File: config.mk
export PLATFORM = sky130hd
export DESIGN_NAME = scan_select_sequencer_flat
export DESIGN_NICKNAME = d
export VERILOG_FILES = /design/src/rtl/scan_select_sequencer_pkg.sv /design/src/rtl/scan_select_sequencer_if.sv /design/src/rtl/scan_select_sequencer_mask_next_index.sv /design/src/rtl/scan_select_sequencer.sv /design/src/flat_wrapper.sv
export SDC_FILE = /design/constraint.sdc
export NUM_CORES = 1
export LEC_CHECK = 0
export BUFFER_PORTS_ARGS = -buffer_cell sky130_fd_sc_hd__clkbuf_2
export CAP_MARGIN = 15
export CORE_MARGIN = 3
export CORE_UTILIZATION = 40
export DETAILED_ROUTE_END_ITERATION = 8
export PLACE_DENSITY = 0.6
export SLEW_MARGIN = 20
export SYNTH_ARGS = -nofsm -noshare
export SYNTH_HDL_FRONTEND = slang
export SYNTH_SLANG_ARGS = --single-unit
File: constraint.sdc
create_clock -name clk -period 2.45 [get_ports clk]
set_clock_uncertainty 0.15 [all_clocks]
set_input_delay 0.49 -clock clk [delete_from_list [all_inputs] [get_ports clk]]
set_output_delay 0.49 -clock clk [all_outputs]
set_load 0.01 [all_outputs]
File: src/rtl/scan_select_sequencer_pkg.sv
// Shared definitions for the scan select sequencer: FSM state encodings and
// default parameter values used by the top level and the bus interface.
package scan_select_sequencer_pkg;

    // Sequencer FSM states.
    typedef enum logic [1:0] {
        ST_IDLE  = 2'd0,
        ST_DWELL = 2'd1,
        ST_BLANK = 2'd2
    } state_e;

    // Default width of the dwell divisor and dwell counter.
    localparam int PRESCALE_W_DEF  = 16;

    // Default number of all-low blanking cycles between indices (legal 1..15).
    localparam int DEAD_CYCLES_DEF = 2;

endpackage : scan_select_sequencer_pkg

File: src/rtl/scan_select_sequencer_if.sv
// Bus between the scan sequencer and its controller/decoder side.
// Handshake semantics: there is no valid/ready pair on this bus. run, divisor
// and mask are levels sampled by the sequencer on every rising clk edge; sel1,
// sel0, En and frame_tick are registered levels (frame_tick is a one-cycle
// pulse). dbg_state mirrors the sequencer FSM state for observation.
interface scan_select_sequencer_if #(
    parameter int PRESCALE_W = scan_select_sequencer_pkg::PRESCALE_W_DEF
);
    logic                                    run;
    logic [PRESCALE_W-1:0]                   divisor;
    logic [3:0]                              mask;
    logic                                    sel1;
    logic                                    sel0;
    logic                                    En;
    logic                                    frame_tick;
    scan_select_sequencer_pkg::state_e       dbg_state;

    // Controller side: drives the scan configuration, observes the outputs.
    modport master (
        output run, divisor, mask,
        input  sel1, sel0, En, frame_tick, dbg_state
    );

    // Sequencer side.
    modport slave (
        input  run, divisor, mask,
        output sel1, sel0, En, frame_tick, dbg_state
    );
endinterface : scan_select_sequencer_if

File: src/rtl/scan_select_sequencer_mask_next_index.sv
// Combinational search for the next enabled index: the first set mask bit
// strictly after cur_idx, scanning circularly (cur_idx+1 ... cur_idx+4).
// With cur_idx forced to 3 the result is the lowest set bit of the mask.
module mask_next_index (
    input  logic [1:0] cur_idx,
    input  logic [3:0] mask,
    output logic [1:0] next_idx,
    output logic       wrap,
    output logic       none
);
    logic [1:0] cand;
    logic       found;

    // Circular first-set-bit search; the fourth candidate is cur_idx itself,
    // which lets a single-bit mask select the same index again.
    always_comb begin
        next_idx = cur_idx;
        found    = 1'b0;
        cand     = cur_idx;
        for (int k = 1; k <= 4; k++) begin
            cand = cur_idx + 2'(k);
            if (!found && mask[cand]) begin
                next_idx = cand;
                found    = 1'b1;
            end
        end
    end

    // A result at or below the start point means the scan went round.
    assign wrap = (next_idx <= cur_idx);
    assign none = (mask == 4'b0000);

endmodule : mask_next_index

File: src/rtl/scan_select_sequencer.sv
// Scan select sequencer: walks a 2-bit decoder select through the set bits of
// a mask, holding En high for a programmable dwell and low for a fixed
// blanking gap around every select change so decoder outputs never overlap.
module scan_select_sequencer
    import scan_select_sequencer_pkg::*;
#(
    parameter int PRESCALE_W  = PRESCALE_W_DEF,
    // Blanking cycles between indices; must be in 1..15.
    parameter int DEAD_CYCLES = DEAD_CYCLES_DEF
) (
    input  logic                          clk,
    input  logic                          rstN,
    scan_select_sequencer_if.slave        bus
);
    localparam logic [3:0] BLANK_LAST = 4'(DEAD_CYCLES - 1);

    state_e                state_q, state_d;
    logic [1:0]            sel_q, sel_d;
    logic                  en_q, en_d;
    logic                  tick_q, tick_d;
    logic [PRESCALE_W-1:0] dwell_cnt_q, dwell_cnt_d;
    logic [3:0]            blank_cnt_q, blank_cnt_d;

    logic [1:0]            search_from;
    logic [1:0]            next_idx;
    logic                  next_wrap;
    logic                  mask_none;

    // In IDLE the search starts from 3 so it lands on the lowest set bit;
    // otherwise it continues after the index currently held.
    assign search_from = (state_q == ST_IDLE) ? 2'd3 : sel_q;

    mask_next_index u_next (
        .cur_idx  (search_from),
        .mask     (bus.mask),
        .next_idx (next_idx),
        .wrap     (next_wrap),
        .none     (mask_none)
    );

    // Next-state and next-output computation for the scan FSM.
    always_comb begin
        state_d     = state_q;
        sel_d       = sel_q;
        en_d        = en_q;
        tick_d      = 1'b0;
        dwell_cnt_d = dwell_cnt_q;
        blank_cnt_d = blank_cnt_q;

        if (!bus.run) begin
            // Stopping wins over everything; select is held, decoder off.
            state_d     = ST_IDLE;
            en_d        = 1'b0;
            dwell_cnt_d = '0;
            blank_cnt_d = '0;
        end else begin
            case (state_q)
                ST_IDLE: begin
                    en_d = 1'b0;
                    if (!mask_none) begin
                        state_d     = ST_DWELL;
                        sel_d       = next_idx;
                        en_d        = 1'b1;
                        tick_d      = 1'b1;
                        dwell_cnt_d = '0;
                    end
                end
                ST_DWELL: begin
                    // Terminal count and a cleared own-mask-bit share one exit.
                    if ((dwell_cnt_q >= bus.divisor) || !bus.mask[sel_q]) begin
                        state_d     = ST_BLANK;
                        en_d        = 1'b0;
                        dwell_cnt_d = '0;
                        blank_cnt_d = '0;
                    end else begin
                        dwell_cnt_d = dwell_cnt_q + 1'b1;
                    end
                end
                ST_BLANK: begin
                    en_d = 1'b0;
                    if (blank_cnt_q == BLANK_LAST) begin
                        blank_cnt_d = '0;
                        if (mask_none) begin
                            state_d = ST_IDLE;
                        end else begin
                            state_d     = ST_DWELL;
                            sel_d       = next_idx;
                            en_d        = 1'b1;
                            tick_d      = next_wrap;
                            dwell_cnt_d = '0;
                        end
                    end else begin
                        blank_cnt_d = blank_cnt_q + 1'b1;
                    end
                end
                default: begin
                    state_d     = ST_IDLE;
                    en_d        = 1'b0;
                    dwell_cnt_d = '0;
                    blank_cnt_d = '0;
                end
            endcase
        end
    end

    // State and output registers; reset drops En asynchronously.
    always_ff @(posedge clk or negedge rstN) begin
        if (!rstN) begin
            state_q     <= ST_IDLE;
            sel_q       <= 2'd0;
            en_q        <= 1'b0;
            tick_q      <= 1'b0;
            dwell_cnt_q <= '0;
            blank_cnt_q <= '0;
        end else begin
            state_q     <= state_d;
            sel_q       <= sel_d;
            en_q        <= en_d;
            tick_q      <= tick_d;
            dwell_cnt_q <= dwell_cnt_d;
            blank_cnt_q <= blank_cnt_d;
        end
    end

    assign bus.sel1       = sel_q[1];
    assign bus.sel0       = sel_q[0];
    assign bus.En         = en_q;
    assign bus.frame_tick = tick_q;
    assign bus.dbg_state  = state_q;

endmodule : scan_select_sequencer
File: src/flat_wrapper.sv
// flat-port wrapper written by rule: the top's interface ports become plain ports
module scan_select_sequencer_flat import scan_select_sequencer_pkg::*;
#(
    parameter int PRESCALE_W  = PRESCALE_W_DEF,
                                                         
    parameter int DEAD_CYCLES = DEAD_CYCLES_DEF
)
  (clk, rstN, bus_run, bus_divisor, bus_mask, bus_sel1, bus_sel0, bus_En, bus_frame_tick, bus_dbg_state);
  scan_select_sequencer_if #(.PRESCALE_W(PRESCALE_W)) bus_i ();
  input  logic clk;
  input  logic rstN;
  input wire logic [$bits(bus_i.run)-1:0] bus_run;
  input wire logic [$bits(bus_i.divisor)-1:0] bus_divisor;
  input wire logic [$bits(bus_i.mask)-1:0] bus_mask;
  output wire logic [$bits(bus_i.sel1)-1:0] bus_sel1;
  output wire logic [$bits(bus_i.sel0)-1:0] bus_sel0;
  output wire logic [$bits(bus_i.En)-1:0] bus_En;
  output wire logic [$bits(bus_i.frame_tick)-1:0] bus_frame_tick;
  output wire logic [$bits(bus_i.dbg_state)-1:0] bus_dbg_state;
  assign bus_i.run = bus_run;
  assign bus_i.divisor = bus_divisor;
  assign bus_i.mask = bus_mask;
  assign bus_sel1 = bus_i.sel1;
  assign bus_sel0 = bus_i.sel0;
  assign bus_En = bus_i.En;
  assign bus_frame_tick = bus_i.frame_tick;
  assign bus_dbg_state = bus_i.dbg_state;
  scan_select_sequencer #(.PRESCALE_W(PRESCALE_W), .DEAD_CYCLES(DEAD_CYCLES)) u_core (.clk(clk), .rstN(rstN), .bus(bus_i));
endmodule
== Word level (Yosys, flattened, before mapping) ==
Index checks and enable logic that the tools add are counted.
Cells by class
  add/subtract/negate cells: 5
  magnitude comparators: 7
  eq/ne operators: 8
  muxes and demuxes: 45
  reduce and logical (&&, ||, !) cells: 14
Operators with widths (count)
  16-bit two-way mux: 4
  16-bit one-hot mux with 3 select lines: 1
  2-bit two-way mux: 11
  16-bit by 1-bit adder with 16-bit output (second input constant): 1
  16-bit greater-or-equal comparator: 1
  1-bit two-way mux: 16
  2-bit by 3-bit less-than comparator with 1-bit output (second input constant): 5
  4-bit two-way mux: 3
  4-bit one-hot mux with 3 select lines: 1
  1-bit binary-select mux with 2-bit select: 5
  3-bit by 2-bit inequality test with 1-bit output (second input constant): 2
  2-bit one-hot mux with 3 select lines: 1
  3-bit AND reduction: 2
  2-bit adder (second input constant): 2
  4-bit by 1-bit adder with 4-bit output (second input constant): 1
  4-bit by 1-bit == test with 1-bit output (second input constant): 1
  1-bit zero test: 4
  4-bit zero test: 1
  2-bit one-hot mux with 2 select lines: 1
  1-bit logical AND: 3
  3-bit inequality test (second input constant): 1
  1-bit one-hot mux with 3 select lines: 1
  2-bit by 1-bit adder with 2-bit output (second input constant): 1
  2-bit by 1-bit == test with 1-bit output (second input constant): 1
  other kinds (9): 9
Storage, ports and cells
  register bits after elaboration: 26
  input port bits: 23
  output and inout bits: 6
  logic and storage cells: 85

== Depth between registers and ports, before layout ==
  depth after elaboration: 20
  mapped depth: 12
  gate-level depth less buffers: 11

== Cells and area by module ==
Synthesis repeated with hierarchy kept, for this count alone.
Second synthesis, totals
  cells, all modules: 205
  area total of the unflattened synthesis: 1961.9 um^2
By module, submodules not included
  scan_select_sequencer: instances 1, cells each 184, area an instance 1835.5 um^2
  mask_next_index: instances 1, cells each 21, area an instance 126.4 um^2

== Worst setup path before layout ==
Ideal clock, no wire load.
  path kind: reg2reg
  from: reg u_core.sel_q[1]
  to: reg u_core.tick_q (netlist: u_core.bus.frame_tick)
  library setup time: 0.120 ns
  arrival time: 2.215 ns
  path slack: -0.035 ns
  cell stages (with the launch flop): 12
  path buffers: 1
  period minus slack after synthesis: 2.485 ns
  cell sequence: dfrtp_1 -> buf_2 -> nand2b_1 -> a21oi_1 -> mux2i_1 -> o22ai_1 -> mux2_1 -> nor2_1 -> ha_1 -> a21oi_1 -> o21ai_0 -> and3_1
On the way
  longest elaborated chain between the ends: 19
  elaborated cells on any way between the ends: 30
  classes of those cells: add/sub: 3; order compare: 1; mux: 20; reduce/logical: 6
Ends and longest elaborated chain
  start, declared: RTL line scan_select_sequencer.sv:18  | logic [1:0] sel_q, sel_d;
  start signal, assigned: RTL line scan_select_sequencer.sv:117  | sel_q <= sel_d;
  2-bit two-way mux *: RTL line scan_select_sequencer.sv:31  | assign search_from = (state_q == ST_IDLE) ? 2'd3 : sel_q;
  2-bit by 1-bit adder with 2-bit output: RTL line scan_select_sequencer_mask_next_index.sv:21  | cand = cur_idx + 2'(k);
  1-bit binary-select mux with 2-bit select: RTL line scan_select_sequencer_mask_next_index.sv:22  | if (!found && mask[cand]) begin
  1-bit two-way mux (not written as such): RTL line scan_select_sequencer_mask_next_index.sv:22
  1-bit two-way mux: RTL line scan_select_sequencer_mask_next_index.sv:22
  1-bit zero test: RTL line scan_select_sequencer_mask_next_index.sv:22
  1-bit logical AND: RTL line scan_select_sequencer_mask_next_index.sv:22
  1-bit two-way mux: RTL line scan_select_sequencer_mask_next_index.sv:22
  (+5 left out)
  2-bit two-way mux *: RTL line scan_select_sequencer_mask_next_index.sv:22
  named net u_core.next_idx[1]: RTL line scan_select_sequencer.sv:25  | logic [1:0] next_idx;
  2-bit less-or-equal comparator *: RTL line scan_select_sequencer_mask_next_index.sv:30  | assign wrap = (next_idx <= cur_idx);
  1-bit two-way mux *: RTL line scan_select_sequencer.sv:83  | if (mask_none) begin
  1-bit two-way mux *: RTL line scan_select_sequencer.sv:81  | if (blank_cnt_q == BLANK_LAST) begin
  1-bit one-hot mux with 2 select lines *: RTL line scan_select_sequencer.sv:57  | case (state_q)
  1-bit two-way mux *: RTL line scan_select_sequencer.sv:50  | if (!bus.run) begin
  named net u_core.tick_d: RTL line scan_select_sequencer.sv:20  | logic tick_q, tick_d;
  end signal, assigned: RTL line scan_select_sequencer.sv:119  | tick_q <= tick_d;
  end, declared: RTL line scan_select_sequencer.sv:20
The timed path passes the listed nets; every way through them passes the cells marked *. The select of a mux whose other input is x is not followed.
A chain may end at the register's enable or synchronous reset.

== Final worst setup path ==
Same ends and word-level chain as after synthesis.

==> results.cfg <==
[routing]
antenna_left = 0
vias = 1734
drcViolationCount = 0
firstDrtPassIters = 4
drt_iter0_drc = 62
wire_per_inst_um = 12.68
wirelength_mm = 4.463
avgViaCountPerCell = 4.926

[placement]
routabilityCongestion = 0.9119
dp.cells = 347
hpwl_mm = 3.385
placement.io_buffers = 28

[sta]
fin_ws_ns = -0.04639
finalHoldViolations = 0
worst_pin_slew_ns = 0.6618
period_share = 1.019
rsz0062_at_grt = yes
max_freq_mhz = 400.6
setup_tns_ns = -0.04639
setup_viol_count_final = 1
maxSlewViolCount = 0
finalCriticalPeriod_ns = 2.496
relSlewSlack = 0.5588

[synth]
synth_edf_count = 0
async_reset_ff_frac = 1.000
syn_inst = 232
syn_nets = 276
ys_warn_count = 0
synthFlopType = dfrtp_1
synth_area_um2 = 1992
yosys_register_bits = 26
synth-seq-area-share = 0.3266
syn_avg_cell_area_um2 = 8.586
yosys.cell_types.count = 46

[floorplanning]
initial_core_util = 0.4189
rows = 25
die_x_um = 76.57
core_area_um2 = 4755
fp.dieArea_um2 = 5862
die_height_um = 76.57
ios = 29

[pwr]
ir_drop_mv = 0.7660
powerDensity_nw_per_um2 = 835.1
power.leakage_uw = 0.001217

[finish]
mostFrequentLayoutCells = clkbuf_2 (28), nor2_1 (27), inv_1 (26), buf_4 (26), dfrtp_1 (22)
nNetsFinal = 330
layout-drive-gt1-share = 0.3053
nFillCells = 470
regArea_um2 = 655.6
n_antenna_cell = 0
multi_input_area_um2 = 1333
final_common_cell = clkbuf_2
stdcell_count = 352
finalCoreUtilization = 0.5426
synthToLayoutAreaGrowth_pct = 29.52

[setup_path]
ff2ff_path_depth = 10
r2r_slack_ns = -0.05
r2r-start = u_core.sel_q[1]
criticalPathCategory = reg -> reg
startpoint_type = flop
worst_ep_required_time_ns = 2.48
cp_max_fo = 7
endpoint_kind = flop
reg2reg_to = u_core.bus.frame_tick
crit_start = u_core.sel_q[1]
arrival_ns = 2.52

[global_route]
antenna_found_initial = 0
grt_pass1_vias = 1704
grt_overflow = 0
grt.total_usage = 0.1600
grt_pass1_wl_mm = 7.810
grt_max_degree = 27

[clock_tree]
root_buffer = clkbuf_8
cts.sinks = 26
clk_latency_ns = 0.28
cts_tree = built
ctsHoldBuffers = 0
cts_buffer_depth = 2
htreeDepth = 1
clk_pin_slew_ns = 0.10
cts_buffers = 3

[run_status]
status = finished with violations
violations = setup timing

[hold_path]
min-delay-path-class = in -> async

[run]
drv_cap = 0
[cell usage after synthesis (3+ instances only)]
cell | n | area share
and3_1 | 4 | 0.013
ha_1 | 21 | 0.13
nor3_1 | 6 | 0.015
nor2_1 | 29 | 0.055
nand4_1 | 3 | 0.0094
o21ai_0 | 3 | 0.0075
o21bai_1 | 3 | 0.011
o21ai_1 | 3 | 0.0075
nand2_1 | 20 | 0.038
nand2b_1 | 5 | 0.016
inv_1 | 26 | 0.049
dfrtp_1 | 26 | 0.33
xnor2_1 | 13 | 0.057
o22ai_1 | 4 | 0.013
a22oi_1 | 3 | 0.011
a31oi_1 | 3 | 0.0094
buf_2 | 4 | 0.010
a21oi_1 | 14 | 0.035
nand3_1 | 7 | 0.018
[report_power, final]
group,switching (µW),internal (µW),leakage [µW],total [µW]
clock network,141,144,0.0000288,285
logic,634,644,0.000839,1280
registers,96.8,495,0.000349,592
[critical path, stage by stage, from the launching register on]
cell,delay [ns]
dfrtp_2,0.48
nand2b_4,0.18
a21oi_4,0.13
mux2i_2,0.28
o22ai_2,0.12
mux2_4,0.32
nor2_2,0.10
ha_1,0.24
a21oi_1,0.14
o21ai_1,0.08
and3_1,0.18
[worst max path at each step]
stage	end	slack [ns]	cells past startpoint
4_1_cts	u_core.bus.frame_tick	-0.03	10
6_report	u_core.bus.frame_tick	-0.05	10
2_1_floorplan	u_core.bus.frame_tick	0.006	12
3_3_place_gp	u_core.bus.frame_tick	-0.09	11
3_5_place_dp	u_core.bus.frame_tick	-0.08	10
5_1_grt	u_core.bus.frame_tick	-0.17	10
[through the flow]
step / power, µW / area [µm²] / worst slack, ns / hold slack (ns)
2_1_floorplan: 1250 / 2016 / 0.005772 / 0.04441
3_3_place_gp: 1677 / 2411 / -0.09111 / 0.3276
3_5_place_dp: 1671 / 2411 / -0.08401 / 0.3413
4_1_cts: 2048 / 2511 / -0.03429 / 0.09938
5_1_grt: 2346 / 2580 / -0.1667 / 0.1303
6_report: 2155 / 2580 / -0.04639 / 0.07296
[cell families (layout without fill, tap and decap cells)]
kind of cell	after synthesis	in the layout	share of synthesized area
adders and majority gates	21	21	0.1319
AOI/OAI and AO/OA	50	50	0.1809
and+or+nand+nor	86	86	0.2142
DFF	26	26	0.3266
buffers and inverters	32	85	0.06281
muxes	3	3	0.02198
xor gates and xnor gates	14	14	0.06156
[timing repair]
action                     4_1_cts  5_1_grt
setup buffers                    0        1
setup endpoints to repair        1       14
pin swaps                        0        4
resized for setup               10       13
[metal layers]
| layer | up-vias | wire (µm) | track usage |
|---|---|---|---|
| li1 | 918 | - | - |
| met3 | 2 | 110 | 0.02837 |
| met2 | 22 | 2057 | 0.2522 |
| met1 | 792 | 2271 | 0.2317 |
| met4 | 0 | 23 | 0.02717 |
| met5 | - | 0 | 0 |
[flip-flops by register name, summed over array words and instances (netlist names)]
signal and count:
u_core.bus.En 1, u_core.sel_q 2, u_core.dwell_cnt_q 16, u_core.blank_cnt_q 4, u_core.bus.frame_tick 1, u_core.bus.dbg_state 2
[layout make-up]
cell class	count	share of cell area
repair buffers	55	0.1377
inverters	26	0.03783
flip-flops and latches	26	0.2541
clock buffers	4	0.02134
multi-input cells	174	0.5165
well taps	67	0.03249
No activity file was read; power rests on OpenSTA's default activity.
